## config.mk

```make
export PLATFORM = sky130hd
export DESIGN_NAME = stopwatch_ctrl
export DESIGN_NICKNAME = d
export VERILOG_FILES = /design/src/rtl/stopwatch_ctrl.sv
export SDC_FILE = /design/constraint.sdc
export NUM_CORES = 1
export LEC_CHECK = 0
export ABC_AREA = 1
export CAP_MARGIN = 20
export CORE_UTILIZATION = 44
export DETAILED_ROUTE_END_ITERATION = 16
export PLACE_DENSITY = 0.61
export SETUP_SLACK_MARGIN = 0.05
export SKIP_CTS_REPAIR_TIMING = 1
export SLEW_MARGIN = 20
export SYNTH_ARGS = -nofsm -noshare
export SYNTH_HDL_FRONTEND = slang
export SYNTH_SLANG_ARGS = --single-unit
```

## constraint.sdc

```tcl
create_clock -name clk -period 5.05 [get_ports clk]
set_input_delay 0.7575 -clock clk [delete_from_list [all_inputs] [get_ports clk]]
set_output_delay 0.7575 -clock clk [all_outputs]
set_load 0.01 [all_outputs]
```

## src/rtl/stopwatch_ctrl.sv

```systemverilog
// Stopwatch control: button sync/debounce, run/pause/lap FSM, counter-chain
// enable/clear and lap-freeze display mux.
module stopwatch_ctrl #(
    parameter int DEB_CYCLES = 500000,
    parameter int DEB_W      = 19
) (
    input  logic       clk,
    input  logic       rst,
    input  logic       btn_ss,
    input  logic       btn_lr,
    input  logic [6:0] live_cs,
    input  logic [5:0] live_s,
    input  logic [5:0] live_m,
    output logic       cnt_en,
    output logic       cnt_clr,
    output logic [6:0] disp_cs,
    output logic [5:0] disp_s,
    output logic [5:0] disp_m,
    output logic [1:0] state
);

    typedef enum logic [1:0] {
        IDLE  = 2'b00,
        RUN   = 2'b01,
        PAUSE = 2'b10,
        LAP   = 2'b11
    } state_t;

    localparam logic [DEB_W-1:0] DEB_LAST = DEB_W'(DEB_CYCLES - 1);

    state_t           st;
    logic [1:0]       btn_raw;
    logic [1:0]       sync1;
    logic [1:0]       sync2;
    logic [1:0]       db;
    logic [1:0]       db_q;
    logic [1:0]       ev;
    logic [DEB_W-1:0] deb_cnt [2];
    logic [6:0]       lap_cs;
    logic [5:0]       lap_s;
    logic [5:0]       lap_m;
    logic             ss_ev;
    logic             lr_ev;

    // Bit 0 carries start/stop, bit 1 carries lap/reset.
    assign btn_raw = {btn_lr, btn_ss};
    assign ss_ev   = ev[0];
    assign lr_ev   = ev[1];

    always_ff @(posedge clk) begin
        if (rst) begin
            sync1 <= '0;
            sync2 <= '0;
            db    <= '0;
            db_q  <= '0;
            ev    <= '0;
            for (int unsigned i = 0; i < 2; i++) begin
                deb_cnt[i] <= '0;
            end
        end else begin
            sync1 <= btn_raw;
            sync2 <= sync1;
            db_q  <= db;
            ev    <= db & ~db_q;
            for (int unsigned i = 0; i < 2; i++) begin
                if (sync2[i] == db[i]) begin
                    deb_cnt[i] <= '0;
                end else if (deb_cnt[i] == DEB_LAST) begin
                    db[i]      <= ~db[i];
                    deb_cnt[i] <= '0;
                end else begin
                    deb_cnt[i] <= deb_cnt[i] + DEB_W'(1);
                end
            end
        end
    end

    // Start/stop takes priority: a lap/reset event in the same cycle is dropped.
    always_ff @(posedge clk) begin
        if (rst) begin
            st      <= IDLE;
            cnt_clr <= 1'b1;
            lap_cs  <= '0;
            lap_s   <= '0;
            lap_m   <= '0;
        end else begin
            cnt_clr <= 1'b0;
            unique case (st)
                IDLE: begin
                    if (ss_ev)      st <= RUN;
                    else if (lr_ev) cnt_clr <= 1'b1;
                end
                RUN: begin
                    if (ss_ev) begin
                        st <= PAUSE;
                    end else if (lr_ev) begin
                        st     <= LAP;
                        lap_cs <= live_cs;
                        lap_s  <= live_s;
                        lap_m  <= live_m;
                    end
                end
                LAP: begin
                    if (ss_ev)      st <= PAUSE;
                    else if (lr_ev) st <= RUN;
                end
                PAUSE: begin
                    if (ss_ev) begin
                        st <= RUN;
                    end else if (lr_ev) begin
                        st      <= IDLE;
                        cnt_clr <= 1'b1;
                    end
                end
            endcase
        end
    end

    assign cnt_en = (st == RUN) || (st == LAP);
    assign state  = st;

    always_comb begin
        disp_cs = live_cs;
        disp_s  = live_s;
        disp_m  = live_m;
        if (st == LAP) begin
            disp_cs = lap_cs;
            disp_s  = lap_s;
            disp_m  = lap_m;
        end
    end

endmodule
```

-- Word level (Yosys, flattened, before mapping)
Memory sizes are Yosys's and may differ from the RTL's.
Cells that the tools add are included.
- register bits after elaboration: 32
- bits in writable memories: 38
- output and inout port bits: 23
- word-level logic and storage cells: 89
- memories: 1
- add/sub/neg operators: 2
- equality and inequality tests: 11
- mux-type cells: 44
- bitwise operators: 13
- reduce and logical (&&, ||, !) cells: 7
- memory list (name ; depth ; bits a word ; rd ports ; clocked after memory_dff ; write ports ; line ; text):
    deb_cnt ; 2 ; 19 ; 2 ; 0 ; 2 ; 38 ; logic [DEB_W-1:0] deb_cnt [2];
- operators by type and width (cell ; count):
    19-bit 2-to-1 mux ; 6
    19-bit by 1-bit adder with 19-bit output, second input constant ; 2
    19-bit == test, second input constant ; 2
    1-bit 2-to-1 mux ; 27
    2-bit 2-to-1 mux ; 7
    6-bit 2-to-1 mux ; 2
    3-bit != test, second input constant ; 3
    2-bit one-hot mux with 4 select lines ; 1
    7-bit 2-to-1 mux ; 1
    1-bit OR ; 6
    1-bit inverter ; 5
    2-bit == test, second input constant ; 2
    2-bit AND reduction ; 2
    4-bit AND reduction ; 1
    3-bit AND reduction ; 1
    2-bit bitwise AND ; 1
    1-bit == test ; 2
    2-bit by 1-bit == test with 1-bit output, second input constant ; 1
    2-bit zero test ; 1
    2-bit != test, second input constant ; 1
    2-bit inverter ; 1
    2-bit OR reduction ; 1
    1-bit logical OR ; 1

-- Longest topological paths before layout
- depth after elaboration: 7
- depth in mapped cells: 9

-- Least setup slack after synthesis
OpenSTA, ideal clock, no wires.
- kind: register to output
- from: reg st[0], in the netlist state[0]
- to: out disp_cs[0]
- data arrival time: 1172 ps
- setup slack: 3120 ps
- cell stages (with the launch flop): 4
- buffers on the path: 1
- cell sequence: dfxtp_1 nand2_2 buf_2 mux2_2
- longest elaborated chain between the ends: 2
- RTL lines (item ; line ; text):
    start: declaration ; 31 ; state_t st;
    start signal: assignment ; 81 ; st <= IDLE;
    start signal: assignment ; 90 ; if (ss_ev) st <= RUN;
    start signal: assignment ; 95 ; st <= PAUSE;
    2-bit == test ; 126 ; if (st == LAP) begin
    7-bit 2-to-1 mux ; 126 ;
    end: declaration ; 16 ; output logic [6:0] disp_cs,
Every way passes these cells.

-- Final worst setup path
- from: reg st[0], in the netlist state[0]
- to: out disp_s[3]
- longest elaborated chain between the ends: 2
- RTL lines (item ; line ; text):
    2-bit == test ; 126 ;
    6-bit 2-to-1 mux ; 126 ;
    end: declaration ; 17 ; output logic [5:0] disp_s,
Every way passes these cells.

==> metrics <==
Clock Latency Late Sink 0.35 ns; number of antenna-violating nets in the routed design 0; run status finished clean; Total Wirelength roughly 7.3 mm; Crit-path slowest cell clkdlybuf4s50_1; beginning of the worst hold path db_q[1]; Core Area around 8300 um2; classification of the worst-slack hold path reg -> reg; Synth Area in Adders 0.662%; yosys warns 0; TNS Setup 0 ns; GPL Wtd Cong 0.837; largest net degree at the start of global routing 26; RSZ-0062 raised after global routing false; CTS clk-pin slew, worst paths ~0.080 ns; crit path to disp_s[3]; sequential fraction of the synthesis area approximately 47%; Post-synth EDFFs 38; pre-CTS WS about 2.1 ns; Sink Count 70; Worst path top cell family by delay buffers and inverters; post-synthesis simple-gate area fraction 30.4%; multiplexer area fraction after synthesis around 5.7%; Final min period roughly 2.8 ns; largest family of logic cells by synthesized area simple AND/OR/NAND/NOR gates; first-pass GRT wire length roughly 12 mm; CP Depth 3; deepest clock path buffer count 2; die footprint 8960 um2; Max Slew Vio Count 0; die width 94.7 um; Crit path buffers/inverters 1; share of cells above drive strength 1 about a tenth; Final Skew roughly 0.0039 ns; port bufs 45; CTS HTree Levels 3; WL/cell ~11 um; CP Max Fanout 19; r2r setup slk roughly 3.1 ns; GRT overflow 0; CP peak stage delay roughly 0.53 ns; Avg Vias per Cell 4.63; kind of critical path reg -> out; Leakage approximately 0.0018 uW; 1st-iter DRT viols just under 90; Setup WS post-layout 2.26 ns; Hold Fails Final Rpt 0; Final Cycle Share between 50 and 60%; CTS Buf Count 9; vias in the first global route ~2.9k; worst reg2reg path startpoint state[0]; initial antenna violation count 0; Max IR drop VDD 0.122 mV; TritonCTS clock tree yes; Rel. slew slack slightly below 60%; Fmax 358 MHz; DRC violations left 0; FFs w/ async S/R, synth 0%; DPL Wire Length 5.46 mm; dominant synthesized flop cell edfxtp_1; Mapped Cells 480; Final #Nets a little under 600; max-cap violations 0; worst reg2reg path depth 6; first-pass iteration count of the detailed router 4; final setup fails 0; # diodes 0; worst slew pin tran slightly above 0.6 ns; Compound-Gate Fraction of Synth Area 4.80%; Ports 46; CP required approximately 4.3 ns; Mapped Area 3780 um2; CP startpoint state[0]; Post-Synth XOR/XNOR Area about 4.4%; pwr dens 252 nW/um2; Root Buffer clkbuf_8; Syn Area/Cell between 7 and 8 um2; FF+latch count, synth 70; crit path launch type flop; Worst Setup End Kind output pin; row count 33; Crit path arrival time 2.03 ns; crit path cell chain nand2_2 -> mux2_2 -> clkdlybuf4s50_1; reg2reg end lap_m[4]; area grow syn2layout 22.2%; initial core utilization between 40% and 50%; Distinct cells, synth 33; gr usage total roughly 18%; vias 3,119; die height 94.7 um
==> where the power goes <==
part	leakage (uW)	switching [uW]	internal [uW]
Combinational	0.00105	44.3	48.3
Clock	0.000103	230	211
Sequential	0.000651	15.6	614
Total	0.00180	290	873
==> worst min-delay path by stage <==
stage,endpoint,slack (ns),cells past startpoint
after floorplan,ev[1],0.37,1
after global placement,ev[0],0.39,1
after detailed placement,ev[1],0.39,1
after CTS,ev[1],0.41,1
after global routing,sync2[1],0.42,2
final,ev[1],0.40,1
==> logic make-up (layout without fill, tap and decap cells) <==
family | count (synthesis) | count (layout)
compound gates | 36 | 36
simple gates | 273 | 273
buf+inv | 60 | 111
other cells | 1 | 38
fa+ha+maj | 2 | 2
flops | 70 | 70
mux | 19 | 19
xor+xnor | 19 | 19
==> flip-flops by register name, indices dropped and copies added (netlist names) <==
name     count
deb_cnt     38
lap_cs       7
lap_m        6
lap_s        6
db           2
db_q         2
ev           2
state        2
sync1        2
sync2        2
cnt_clr      1
==> routing by layer <==
metal  track usage [%]  wire length, um  vias to the layer above
met1              23.1             3680                     1393
met4              7.20              114                        0
met5                 0                0                        -
met2              28.5             3180                       67
li1                  -                -                     1650
met3              4.91              356                        9
==> stage by stage <==
step                hold slack, ns  cells  total power [uW]  util, %  instance area (um2)
floorplan                    0.373    517               691        -                 3920
global route                 0.423    673              1210     55.9                 4620
CTS                          0.412    673              1170     55.9                 4620
finish                       0.402    673              1160     55.9                 4620
global placement             0.387    657               734     53.6                 4430
detailed placement           0.391    657               735     53.6                 4430
==> cell usage in the layout (no fill, tap or decap), types with 3 or more instances in the layout <==
cell type and instances:
nand2_2 4, conb_1 38, o21ai_0 22, nor2_1 123, nand4_1 3, xor2_1 13, clkdlybuf4s50_1 45, nand3_1 22
xnor2_1 6, dfxtp_1 32, edfxtp_1 38, nand2_1 96, clkbuf_8 9, inv_1 47, nor2_2 12, mux2_2 19
o21ai_1 3, a21oi_1 10, nor3_1 4
==> Yosys cell counts (6+ instances only) <==
library cell / count / area [um2]
a21oi_1: 10 / 50.1
dfxtp_1: 32 / 641
edfxtp_1: 38 / 1140
inv_1: 47 / 176
mux2_2: 19 / 214
nand2_1: 96 / 360
nand3_1: 22 / 110
nor2_1: 123 / 462
nor2_2: 12 / 75.1
o21ai_0: 22 / 110
xnor2_1: 6 / 52.6
xor2_1: 13 / 114
==> cell type report <==
cell class,instances,area [um2]
timing repair buffer,45,450
fill,797,3640
clock buffer,10,149
clock inverter,6,40.0
inverter,50,188
sequential,70,1780
tap,105,131
multi-input combinational,387,1880
Power figures use the tool's default switching activity.
